[config.mk]
export PLATFORM = sky130hd
export DESIGN_NAME = instr_prefetch_unit_flat
export DESIGN_NICKNAME = d
export VERILOG_FILES = /design/src/rtl/instr_prefetch_if.sv /design/src/rtl/instr_prefetch_unit.sv /design/src/flat_wrapper.sv
export SDC_FILE = /design/constraint.sdc
export NUM_CORES = 1
export LEC_CHECK = 0
export ABC_CLOCK_PERIOD_IN_PS = 6350
export BUFFER_PORTS_ARGS = -buffer_cell sky130_fd_sc_hd__buf_2
export CAP_MARGIN = 20
export CORE_MARGIN = 4
export CORE_UTILIZATION = 48
export DETAILED_ROUTE_END_ITERATION = 16
export GPL_TIMING_DRIVEN = 0
export PLACE_DENSITY_LB_ADDON = 0.2
export SLEW_MARGIN = 20
export SYNTH_ARGS = -nofsm -noshare
export SYNTH_HDL_FRONTEND = slang
export SYNTH_SLANG_ARGS = --single-unit
[constraint.sdc]
create_clock -name clk -period 6.35 [get_ports clk]
set_input_delay 0.3175 -clock clk [delete_from_list [all_inputs] [get_ports clk]]
set_output_delay 0.3175 -clock clk [all_outputs]
set_load 0.02 [all_outputs]
[src/rtl/instr_prefetch_if.sv]
// Bus bundle between the instruction prefetch unit and its environment:
// run control, instruction memory read port and the decoder handshake.
interface instr_prefetch_if #(
  parameter int INSTR_W = 64,
  parameter int ADDR_W  = 16
);
  logic               start;
  logic [ADDR_W-1:0]  start_addr;
  logic [ADDR_W-1:0]  instr_count;
  logic               mem_rd_en;
  logic [ADDR_W-1:0]  mem_addr;
  logic [INSTR_W-1:0] mem_rdata;
  logic [INSTR_W-1:0] out_instr;
  logic               out_valid;
  logic               out_ready;
  logic [ADDR_W-1:0]  out_seq;
  logic               busy;
  logic               done;

  // Environment side: launches runs, models memory, plays the decoder.
  modport master (
    output start, start_addr, instr_count, mem_rdata, out_ready,
    input  mem_rd_en, mem_addr, out_instr, out_valid, out_seq, busy, done
  );

  // Prefetch unit side.
  modport slave (
    input  start, start_addr, instr_count, mem_rdata, out_ready,
    output mem_rd_en, mem_addr, out_instr, out_valid, out_seq, busy, done
  );
endinterface

[src/rtl/instr_prefetch_unit.sv]
// Instruction prefetch unit: streams a run of instructions from memory into a
// small buffer, issuing reads only while a buffer slot is guaranteed for the
// returning word, and stops early on a HALT opcode.
module instr_prefetch_unit #(
  parameter int         INSTR_W           = 64,
  parameter int         ADDR_W            = 16,
  parameter int         INSTR_ADDR_OFFSET = 0,
  parameter int         MEM_LAT           = 1,
  parameter int         BUF_DEPTH         = 4,
  parameter logic [7:0] HALT_OPCODE       = 8'hFF
) (
  input  logic              clk,
  input  logic              rst,
  instr_prefetch_if.slave   bus
);

  localparam int PW = $clog2(BUF_DEPTH);
  localparam int CW = $clog2(BUF_DEPTH + MEM_LAT + 1) + 1;

  typedef enum logic [1:0] {
    ST_IDLE  = 2'd0,
    ST_FETCH = 2'd1,
    ST_DRAIN = 2'd2,
    ST_DONE  = 2'd3
  } state_t;

  state_t              state_q, state_d;
  logic [ADDR_W-1:0]   base_q, base_d;
  logic [ADDR_W-1:0]   count_q, count_d;
  logic [ADDR_W-1:0]   issue_cnt_q, issue_cnt_d;
  logic [ADDR_W-1:0]   seq_q, seq_d;
  logic [MEM_LAT-1:0]  track_q, track_d;
  logic                halt_q, halt_d;
  logic [PW-1:0]       wr_ptr_q, wr_ptr_d;
  logic [PW-1:0]       rd_ptr_q, rd_ptr_d;
  logic [PW:0]         occ_q, occ_d;
  logic [INSTR_W-1:0]  buf_q [BUF_DEPTH];

  logic [CW-1:0]       in_flight_s;
  logic                credit_s;
  logic                ret_valid_s;
  logic                ret_halt_s;
  logic                wr_en_s;
  logic                rd_en_s;
  logic                issue_s;
  logic                last_issue_s;

  // Count reads still in flight from the latency tracker.
  always_comb begin
    in_flight_s = '0;
    for (int i = 0; i < MEM_LAT; i++) begin
      in_flight_s = in_flight_s + CW'(track_q[i]);
    end
  end

  // Issue and return-path qualifiers; a HALT word blocks issue in its own cycle.
  always_comb begin
    credit_s     = (in_flight_s + CW'(occ_q)) < CW'(BUF_DEPTH);
    ret_valid_s  = track_q[MEM_LAT-1];
    ret_halt_s   = ret_valid_s && !halt_q &&
                   (bus.mem_rdata[INSTR_W-1 -: 8] == HALT_OPCODE);
    wr_en_s      = ret_valid_s && !halt_q && !ret_halt_s;
    rd_en_s      = (occ_q != '0) && bus.out_ready;
    issue_s      = (state_q == ST_FETCH) && credit_s && !ret_halt_s;
    last_issue_s = issue_s && (count_q != '0) &&
                   ((issue_cnt_q + ADDR_W'(1)) == count_q);
  end

  // Next-state logic for the run FSM, counters, tracker and buffer pointers.
  always_comb begin
    state_d     = state_q;
    base_d      = base_q;
    count_d     = count_q;
    issue_cnt_d = issue_s ? (issue_cnt_q + ADDR_W'(1)) : issue_cnt_q;
    seq_d       = rd_en_s ? (seq_q + ADDR_W'(1)) : seq_q;
    halt_d      = ret_halt_s ? 1'b1 : halt_q;
    wr_ptr_d    = wr_en_s ? (wr_ptr_q + PW'(1)) : wr_ptr_q;
    rd_ptr_d    = rd_en_s ? (rd_ptr_q + PW'(1)) : rd_ptr_q;
    track_d     = '0;
    track_d[0]  = issue_s;
    for (int i = 1; i < MEM_LAT; i++) begin
      track_d[i] = track_q[i-1];
    end
    case ({wr_en_s, rd_en_s})
      2'b10:   occ_d = occ_q + (PW+1)'(1);
      2'b01:   occ_d = occ_q - (PW+1)'(1);
      default: occ_d = occ_q;
    endcase

    case (state_q)
      ST_IDLE: begin
        if (bus.start) begin
          state_d     = ST_FETCH;
          base_d      = bus.start_addr + ADDR_W'(INSTR_ADDR_OFFSET);
          count_d     = bus.instr_count;
          issue_cnt_d = '0;
          seq_d       = '0;
          halt_d      = 1'b0;
        end else begin
          state_d = ST_IDLE;
        end
      end
      ST_FETCH: begin
        if (ret_halt_s || last_issue_s) begin
          state_d = ST_DRAIN;
        end else begin
          state_d = ST_FETCH;
        end
      end
      ST_DRAIN: begin
        if ((in_flight_s == '0) && (occ_q == '0)) begin
          state_d = ST_DONE;
        end else begin
          state_d = ST_DRAIN;
        end
      end
      ST_DONE:  state_d = ST_IDLE;
      default:  state_d = ST_IDLE;
    endcase
  end

  // Control and status registers; reset also discards in-flight tracking.
  always_ff @(posedge clk) begin
    if (rst) begin
      state_q     <= ST_IDLE;
      base_q      <= '0;
      count_q     <= '0;
      issue_cnt_q <= '0;
      seq_q       <= '0;
      track_q     <= '0;
      halt_q      <= 1'b0;
      wr_ptr_q    <= '0;
      rd_ptr_q    <= '0;
      occ_q       <= '0;
    end else begin
      state_q     <= state_d;
      base_q      <= base_d;
      count_q     <= count_d;
      issue_cnt_q <= issue_cnt_d;
      seq_q       <= seq_d;
      track_q     <= track_d;
      halt_q      <= halt_d;
      wr_ptr_q    <= wr_ptr_d;
      rd_ptr_q    <= rd_ptr_d;
      occ_q       <= occ_d;
    end
  end

  // Buffer storage; contents are meaningless while occupancy is zero.
  always_ff @(posedge clk) begin
    if (wr_en_s) begin
      buf_q[wr_ptr_q] <= bus.mem_rdata;
    end
  end

  // Outputs derive from registered state only, except read issue which is
  // cut off the moment a HALT word returns.
  always_comb begin
    bus.mem_rd_en = issue_s;
    bus.mem_addr  = issue_s ? (base_q + issue_cnt_q) : '0;
    bus.out_instr = buf_q[rd_ptr_q];
    bus.out_valid = (occ_q != '0);
    bus.out_seq   = seq_q;
    bus.busy      = (state_q == ST_FETCH) || (state_q == ST_DRAIN);
    bus.done      = (state_q == ST_DONE);
  end

endmodule
[src/flat_wrapper.sv]
// flat-port wrapper written by rule: the top's interface ports become plain ports
module instr_prefetch_unit_flat 
#(
  parameter int         INSTR_W           = 64,
  parameter int         ADDR_W            = 16,
  parameter int         INSTR_ADDR_OFFSET = 0,
  parameter int         MEM_LAT           = 1,
  parameter int         BUF_DEPTH         = 4,
  parameter logic [7:0] HALT_OPCODE       = 8'hFF
)
  (clk, rst, bus_start, bus_start_addr, bus_instr_count, bus_mem_rdata, bus_out_ready, bus_mem_rd_en, bus_mem_addr, bus_out_instr, bus_out_valid, bus_out_seq, bus_busy, bus_done);
  instr_prefetch_if #(.INSTR_W(INSTR_W), .ADDR_W(ADDR_W)) bus_i ();
  input  logic clk;
  input  logic rst;
  input wire logic [$bits(bus_i.start)-1:0] bus_start;
  input wire logic [$bits(bus_i.start_addr)-1:0] bus_start_addr;
  input wire logic [$bits(bus_i.instr_count)-1:0] bus_instr_count;
  input wire logic [$bits(bus_i.mem_rdata)-1:0] bus_mem_rdata;
  input wire logic [$bits(bus_i.out_ready)-1:0] bus_out_ready;
  output wire logic [$bits(bus_i.mem_rd_en)-1:0] bus_mem_rd_en;
  output wire logic [$bits(bus_i.mem_addr)-1:0] bus_mem_addr;
  output wire logic [$bits(bus_i.out_instr)-1:0] bus_out_instr;
  output wire logic [$bits(bus_i.out_valid)-1:0] bus_out_valid;
  output wire logic [$bits(bus_i.out_seq)-1:0] bus_out_seq;
  output wire logic [$bits(bus_i.busy)-1:0] bus_busy;
  output wire logic [$bits(bus_i.done)-1:0] bus_done;
  assign bus_i.start = bus_start;
  assign bus_i.start_addr = bus_start_addr;
  assign bus_i.instr_count = bus_instr_count;
  assign bus_i.mem_rdata = bus_mem_rdata;
  assign bus_i.out_ready = bus_out_ready;
  assign bus_mem_rd_en = bus_i.mem_rd_en;
  assign bus_mem_addr = bus_i.mem_addr;
  assign bus_out_instr = bus_i.out_instr;
  assign bus_out_valid = bus_i.out_valid;
  assign bus_out_seq = bus_i.out_seq;
  assign bus_busy = bus_i.busy;
  assign bus_done = bus_i.done;
  instr_prefetch_unit #(.INSTR_W(INSTR_W), .ADDR_W(ADDR_W), .INSTR_ADDR_OFFSET(INSTR_ADDR_OFFSET), .MEM_LAT(MEM_LAT), .BUF_DEPTH(BUF_DEPTH), .HALT_OPCODE(HALT_OPCODE)) u_core (.clk(clk), .rst(rst), .bus(bus_i));
endmodule
==> flow_summary.toml, run 1 <==
[finish]
fin_util_pct = 58.4
nNetsFinal = 1267
areaGrowthSynthToFinish_pct = 19.6
fillers = 2222
fin_area_mm2 = 0.0163
final_cells = 1542
n_antenna_cell = 0
drive_gt1_share_pct = 28.9

[placement]
dpl-instance-area_mm2 = 0.0152
dp.final_hpwl_um = 19300
place_inst = 1478
portBuffers = 198
gp_congestion = 0.830

[detailed_routing]
routed_wl_um = 28500
drtIter0Drc = 516
topRoutingLayerUsed = "met5"
route.vias.total = 7996
wl_met1_um = 12400
met2_length_um = 14000
drc_errors = 0
post_drt_wl_per_cell_um = 18.5
first_pass_iters = 6
viasPerCell = 5.19
ant_nets = 0
wl_met3_um = 1650

[setup_path]
required_ns = 6.03
cp_max_fo = 8
cp-start-kind = "flop"
endpoint_kind = "primary output"
worstPathArrival_ns = 3.40
r2r_setup_slack_ns = 3.70
critPathKind = "flop to primary output"

[worst_hold_path]
hp-class = "primary input to flop"

[sta]
tightestPinTransition_ns = 0.901
rsz0062_at_grt = "false"
setup_tns_ns = 0
hold_viol = 0
min_period_over_period_pct = 58.5
finClkSkew_ns = 0.0169
fmax_mhz = 269
slew_viol_final = 0
period_needed_ns = 3.72
maxSlewHeadroom_pct = 39.9
finalSetupViolCount = 0

[logic_synthesis]
ys_top_cells_by_area = "edfxtp_1 57%, dfxtp_1 11%, mux4_2 11%"
synth_nets = 1027
synth_edf_count = 256
yosysSeqAreaShare_pct = 67.9
async_flop_share_pct = 0
synth.avg_cell_area_um2 = 15.1
syn_area_mm2 = 0.0136
synth_most_common_cell = "edfxtp_1"
ys_ff_latch = 333
synth_flop_cell = "edfxtp_1"
synth.top_cell.area_share_pct = 56.5
yosysUniqueCellTypes = 57
synth_top_area_cell = "edfxtp_1"
yosys_warnings = 0
synthTopCellsByCount = "256 x edfxtp_1, 95 x nand2_1, 77 x dfxtp_1, 74 x nor2_1, 64 x mux4_2"
synth_cells = 898

[die]
coreArea_mm2 = 0.0279
die_area_mm2 = 0.0311
dieWidth_um = 176
ioPinCount = 200
dieHeight_um = 176
rows = 61
initial_core_util_pct = 48.8

[clock_network]
postCtsSetupBuffers = 0
cts-hold-fix-buffers = 0
cts_resized = 0
cts_buffers = 36
insertion_delay_ns = 0.50
cts_tree = "yes"
cts_sinks = 333
clock-root-buffer = "clkbuf_16"
clock_path_buffers = 3
clk_pin_slew_ns = 0.06
htree_levels = 2

[power]
p_seq_share_pct = 46.4
switchingPower_uw = 1310
p_int_uw = 3930
switching_share_pct = 25.0
clockPowerShare_pct = 37.6
p_per_area_mw_per_mm2 = 322
power_frac_comb_pct = 15.9
p_leak_uw = 0.00575
finalPower_uw = 5240
ir_drop_mv = 0.279

[grt]
grt_usage_pct = 18.3
grt_max_degree = 48
antenna_found_initial = 1
grt_pass1_vias = 8255
overflow = 0
grt_pass1_wl_um = 44800

[flow_run]
maxCapViolCount = 0

[status]
run_status = "completed"
-- worst max-delay path, stage by stage, from the launching register on --
cell and delay, ns:
dfxtp_1 0.40, ha_1 0.29, fa_1 0.41, a21o_1 0.19
a21boi_0 0.25, o31ai_1 0.15, o41ai_1 0.43, o21ai_0 0.30
a211o_1 0.32, buf_2 0.16
-- logic make-up after synthesis --
| logic type | count (synthesis) | share of synthesized area [%] |
|---|---|---|
| DFF | 333 | 67.9 |
| and+or+nand+nor | 255 | 8.78 |
| AOI/OAI and AO/OA | 92 | 3.97 |
| muxes | 69 | 11.0 |
| xor gates and xnor gates | 61 | 3.93 |
| buffers and inverters | 59 | 1.71 |
| adders and majority gates | 29 | 2.78 |
-- power by group through the flow --
stage,combinational [uW],clock (uW),sequential (uW)
after global routing,908,2120,2440
after floorplan,587,0,2470
final,835,1970,2430
after global placement,841,0,2480
after CTS,857,2020,2430
after detailed placement,854,0,2480
-- layout by cell type, fill, tap and decap left out, types with 27 or more instances in the layout --
cell type	count
clkbuf_1	40
edfxtp_1	256
buf_2	203
clkbuf_16	36
xnor2_1	35
ha_1	27
nand2_1	95
mux4_2	64
nor2_1	74
dfxtp_1	77
a21oi_1	50
-- flip-flops by register name (all words and copies together), names as in the netlist, 2 cells and up, named ones only --
name	cells
u_core.base_q	16
u_core.occ_q	3
u_core.rd_ptr_q	2
u_core.buf_q	256
u_core.count_q	16
u_core.bus.out_seq	16
u_core.wr_ptr_q	2
u_core.issue_cnt_q	16
-- stage by stage --
stage	hold WS [ns]	setup WS, ns
floorplan	0.416	3.50
global placement	0.445	2.09
detailed placement	0.453	3.15
CTS	0.00487	2.60
global route	0.00718	2.36
finish	0.0305	2.63
-- final timing paths --
kind / end / from / cells after the start
max reg2reg: flop / u_core.issue_cnt_q[1]$_SDFF_PP0_ / 8
min: u_core.buf_q[3][49]$_DFFE_PP_ / bus_mem_rdata[49] / 1
min reg2reg: u_core.base_q[9]$_SDFFE_PP0P_ / u_core.base_q[9]$_SDFFE_PP0P_ / 2
max: bus_mem_addr[14] / u_core.issue_cnt_q[0]$_SDFF_PP0_ / 9
-- layout make-up --
type                            count  area [um^2]  area share (%)
Buffer                             42          169            1.04
Clock buffer                       48          946            5.81
Clock inverter                     16          163            1.00
Inverter                           17         63.8           0.392
Multi-Input combinational cell    506         4150            25.5
Sequential cell                   333         9230            56.7
Tap cell                          378          473            2.91
Timing Repair Buffer              202         1080            6.63
-- per-layer routing --
metal	track usage, %	up-vias
li1	-	3884
met1	24.2	3880
met2	31.6	194
met3	3.73	36
met4	3.87	2
met5	0	-
Note: power is estimated with default switching activity, not from simulation.
==> run 2, diff against run 1 <==
--- a/config.mk
+++ b/config.mk
@@ -5,7 +5,7 @@
 export SDC_FILE = /design/constraint.sdc
 export NUM_CORES = 1
 export LEC_CHECK = 0
-export ABC_CLOCK_PERIOD_IN_PS = 6350
+export ABC_CLOCK_PERIOD_IN_PS = 3550
 export BUFFER_PORTS_ARGS = -buffer_cell sky130_fd_sc_hd__buf_2
 export CAP_MARGIN = 20
 export CORE_MARGIN = 4
==> constraint.sdc (replaced) <==
create_clock -name clk -period 3.55 [get_ports clk]
set_input_delay 0.1775 -clock clk [delete_from_list [all_inputs] [get_ports clk]]
set_output_delay 0.1775 -clock clk [all_outputs]
set_load 0.02 [all_outputs]
==> run 2 against run 1 <==
Wire length increased by 3.0%; register-to-register slack got worse by 2.8 ns; global-route usage increased by 0.54 points; die area unchanged; worst setup slack got worse by 2.4 ns; via count increased by 4.8%; clock-buffer cell count unchanged; sequential share of layout area decreased by 3.2 points; cell count increased by 6.4%; hold slack improved by 0.13 ns; flip-flop and latch count unchanged; critical path type unchanged; largest cell class unchanged.
==> flow_summary.toml, run 2 (same netlist as run 1, synthesis figures left out) <==
[worst_hold_path]
hp-class = "primary input to flop"

[finish]
top_register = "u_core.buf_q"
fin_util_pct = 62.0
areaGrowthSynthToFinish_pct = 26.9
mostFrequentLayoutCells = "256 x edfxtp_1, 203 x buf_2, 97 x dlygate4sd3_1"
n_antenna_cell = 0
drive_gt1_share_pct = 26.9
fin_area_mm2 = 0.0173
fillers = 2113
layout_commonest_cell = "edfxtp_1"
nNetsFinal = 1365
largest_reg_flops = 256

[die]
initial_core_util_pct = 48.8
die_area_mm2 = 0.0311
dieWidth_um = 176
coreArea_mm2 = 0.0279
dieHeight_um = 176
rows = 61
ioPinCount = 200

[sta]
fmax_mhz = 300
tightestPinTransition_ns = 0.899
finalSetupViolCount = 0
rsz0062_at_grt = "false"
finClkSkew_ns = 0.0167
min_period_over_period_pct = 93.9
maxSlewHeadroom_pct = 40.1
slew_viol_final = 0
period_needed_ns = 3.33
hold_ws_ns = 0.160
hold_viol = 0

[clock_network]
cts_sinks = 333
htree_levels = 2
cts_buffers = 36
insertion_delay_ns = 0.50
clock_path_buffers = 3
cts_tree = "yes"
clock-root-buffer = "clkbuf_16"
clk_pin_slew_ns = 0.06

[status]
run_status = "completed"

[grt]
grt_pass1_wl_um = 46500
grt_max_degree = 48
overflow = 0
grt_usage_pct = 18.8
antenna_found_initial = 0
grt_pass1_vias = 8667

[power]
p_leak_uw = 0.00617
ir_drop_mv = 0.505
p_per_area_mw_per_mm2 = 549

[detailed_routing]
route.vias.total = 8376
post_drt_wl_per_cell_um = 17.9
drc_errors = 0
ant_nets = 0
viasPerCell = 5.11
routed_wl_um = 29300
drtIter0Drc = 434
first_pass_iters = 5

[setup_path]
worstPathCellList = "ha_1, fa_1, a21o_1, a21boi_1, o31ai_1, o41ai_2, o21ai_1, a211o_1, buf_2"
cp_max_fo = 8
max_stage_delay_ns = 0.41
endpoint_kind = "primary output"
worstPathArrival_ns = 3.16
required_ns = 3.37
critPathKind = "flop to primary output"
r2r_setup_slack_ns = 0.87
crit_slowest_cell = "fa_1"
cp-start-kind = "flop"

[placement]
portBuffers = 198
dpl-instance-area_mm2 = 0.0152
dp.final_hpwl_um = 19300
gp_congestion = 0.830

[flow_run]
maxCapViolCount = 0
run 2: power breakdown:
group          switching, uW  internal, uW  total (uW)  leakage, uW
registers               52.7          4300        4350      0.00294
clock network           1440          2100        3540     0.000541
logic                    880           707        1590      0.00269
total                   2370          7100        9480      0.00617
run 2: cell type report:
cell class	count	area (um^2)	share of cell area [%]
flip-flops and latches	333	9230	53.5
well taps	378	473	2.74
multi-input cells	506	4160	24.1
plain buffers	42	170	0.986
clock inverters	16	163	0.942
inverters	17	63.8	0.370
repair buffers	300	2060	11.9
clock buffers	48	946	5.48
run 2: worst paths after layout:
| kind | to | from | depth (start not counted) |
|---|---|---|---|
| hold / removal | u_core.count_q[3]$_SDFFE_PP0P_ | rst | 2 |
| hold reg to reg | u_core.base_q[9]$_SDFFE_PP0P_ | u_core.base_q[9]$_SDFFE_PP0P_ | 2 |
| setup / recovery | bus_mem_addr[14] | u_core.issue_cnt_q[0]$_SDFF_PP0_ | 9 |
| setup reg to reg | flop | u_core.issue_cnt_q[1]$_SDFF_PP0_ | 8 |
run 2: critical path: cells and delay by family, from the launching register on:
kind	cells	cell delay (ns)
fa+ha+maj	2	0.70
compound gates	6	1.40
buf+inv	1	0.16
flops	1	0.40
run 2: per-layer routing:
layer	vias up	share of wire, %	GRT usage (%)
li1	4071	-	-
met1	4077	44	25.2
met2	196	50	32.6
met3	32	5.2	3.40
met4	0	1.3	4.03
met5	-	0	0
run 2: metrics by stage:
stage               power [uW]  instances  setup WS [ns]  TNS [ns]
floorplan                 5470        898          0.818         0
global placement          5940       1474         -0.573   -133.92
detailed placement        5960       1478          0.486         0
CTS                       9580       1639         0.0500         0
global route              9880       1640        0.00181         0
finish                    9480       1640          0.217         0
run 2: timing repair:
item                                   CTS  global route
resized for setup                        1             4
buffers inserted                         0             1
endpoints found under the hold margin  289             0
pin swaps                                0             1
hold buffers                            97             0
setup endpoints to repair                2            10
gates cloned                             0             0
==> run 3, diff against run 2 <==
--- a/config.mk
+++ b/config.mk
@@ -9,7 +9,7 @@
 export BUFFER_PORTS_ARGS = -buffer_cell sky130_fd_sc_hd__buf_2
 export CAP_MARGIN = 20
 export CORE_MARGIN = 4
-export CORE_UTILIZATION = 48
+export CORE_UTILIZATION = 50
 export DETAILED_ROUTE_END_ITERATION = 16
 export GPL_TIMING_DRIVEN = 0
 export PLACE_DENSITY_LB_ADDON = 0.2
==> run 3 against run 2 <==
Die area down 3.8%; global-route usage is 0.56 points higher; clock skew grew 0.0014 ns; maximum frequency is 1.4% lower; sequential share of layout area increased by 0.19 points; utilization grew 2.0 points; wire length is 1.8% lower; highest routed layer unchanged; non-clock buffer count fell by 1.
==> flow_summary.toml, run 3 (same netlist as run 1, synthesis figures left out) <==
[clock_network]
cts_sinks = 333
htree_levels = 2
insertion_delay_ns = 0.51
cts_buffers = 36
clock-root-buffer = "clkbuf_16"
postCtsSetupBuffers = 0
clock_path_buffers = 3
cts_tree = "yes"
clk_pin_slew_ns = 0.06

[power]
finalPower_uw = 9410
ir_drop_mv = 0.339
p_leak_uw = 0.00615
p_per_area_mw_per_mm2 = 547

[finish]
layout_commonest_cell = "edfxtp_1"
areaGrowthSynthToFinish_pct = 26.4
drive_gt1_share_pct = 27.1
fin_util_pct = 64.0
top_register = "u_core.buf_q"
nNetsFinal = 1364
final_cells = 1599
largest_reg_flops = 256
mostFrequentLayoutCells = "256 x edfxtp_1, 203 x buf_2, 97 x dlygate4sd3_1"

[setup_path]
reg2reg_from = "u_core.issue_cnt_q[0]$_SDFF_PP0_"
critPathKind = "flop to primary output"
required_ns = 3.37
cp-start-kind = "flop"
worst-r2r-cell-count = 8
worstPathArrival_ns = 3.20
cp_max_fo = 8
endpoint_kind = "primary output"
startpoint = "u_core.issue_cnt_q[0]$_SDFF_PP0_"
r2r_setup_slack_ns = 0.91

[worst_hold_path]
min_from = "rst"
worstHoldPathCells = 2
hp-class = "primary input to flop"
hold_end = "u_core.count_q[3]$_SDFFE_PP0P_"

[placement]
dp.final_hpwl_um = 19100
place_inst = 1441
gp_congestion = 0.786
portBuffers = 198

[detailed_routing]
ant_nets = 0
routed_wl_um = 28800
first_pass_iters = 4
route.vias.total = 8416
post_drt_wl_per_cell_um = 18.0
drtIter0Drc = 583
drc_errors = 0
viasPerCell = 5.26

[die]
dieWidth_um = 173
initial_core_util_pct = 50.6
die_area_mm2 = 0.0299
coreArea_mm2 = 0.0269
ioPinCount = 200
dieHeight_um = 173
rows = 60

[sta]
min_period_over_period_pct = 95.2
slew_viol_final = 0
hold_viol = 0
setup_tns_ns = 0
rsz0062_at_grt = "false"
finalSetupViolCount = 0
fmax_mhz = 296
period_needed_ns = 3.38
hold_ws_ns = 0.158
tightestPinTransition_ns = 0.872
finClkSkew_ns = 0.0181
maxSlewHeadroom_pct = 41.9

[flow_run]
maxCapViolCount = 0

[grt]
grt_max_degree = 47
antenna_found_initial = 1
grt_pass1_wl_um = 47000
grt_usage_pct = 19.4
overflow = 0
grt_pass1_vias = 8886

[status]
run_status = "completed"
-- run 3: cell types whose count changed in the layout (fill, tap and decap cells not counted), moves of 2 or more --
cell	previous run	this run
clkinv_1	6	4
clkbuf_1	39	34
clkbuf_8	0	2
clkinvlp_4	0	3
-- run 3: worst max-delay path by stage --
| stage | slack [ns] | depth (start not counted) | endpoint |
|---|---|---|---|
| after floorplan | 0.82 | 3 | u_core.buf_q[1][0]$_DFFE_PP_ |
| after global placement | -0.49 | 5 | u_core.buf_q[0][22]$_DFFE_PP_ |
| after detailed placement | 0.47 | 9 | bus_mem_addr[14] |
| after CTS | 0.06 | 10 | bus_mem_addr[14] |
| after global routing | 0.01 | 10 | bus_mem_addr[12] |
| final | 0.17 | 9 | bus_mem_addr[14] |
-- run 3: routing by layer --
layer	track usage [%]	up-vias	wire (um)	share of wire (%)
met5	0	-	0	0
met4	5.02	0	598	2.1
met3	4.18	43	1680	5.8
met2	32.9	236	14200	49
met1	25.7	4078	12400	43
li1	-	4059	-	-
-- run 3: stage by stage --
stage | setup WS [ns] | area [um^2]
2_1_floorplan | 0.818 | 13600
3_3_place_gp | -0.490 | 15000
3_5_place_dp | 0.474 | 15100
4_1_cts | 0.0576 | 17200
5_1_grt | 0.0108 | 17200
6_report | 0.169 | 17200
-- run 3: where the power goes --
part / switching (uW) / internal, uW
Clock: 1420 / 2050
Sequential: 53.3 / 4300
Combinational: 880 / 707
-- run 3: critical path, stage by stage, from the launching register on --
cell and delay, ns:
dfxtp_1 0.40, ha_1 0.29, fa_1 0.42, a21o_1 0.19, a21boi_0 0.23, o31ai_1 0.16, o41ai_2 0.33, o21ai_1 0.20
a211o_1 0.31, buf_2 0.17
-- run 3: timing repair --
action | CTS | global route
hold buffers | 97 | 0
endpoints found under the hold margin | 289 | 0
resized for setup | 1 | 3
setup endpoints to repair | 2 | 10
-- run 3: final cells by class --
type | instances | area, um^2
fillers | 2002 | 9680
well taps | 341 | 427
diodes | 1 | 2.50
clock buffers | 45 | 955
clock inverters | 15 | 143
multi-input cells | 506 | 4160
repair buffers | 299 | 2050
inverters | 17 | 63.8
plain buffers | 42 | 170
flip-flops and latches | 333 | 9230
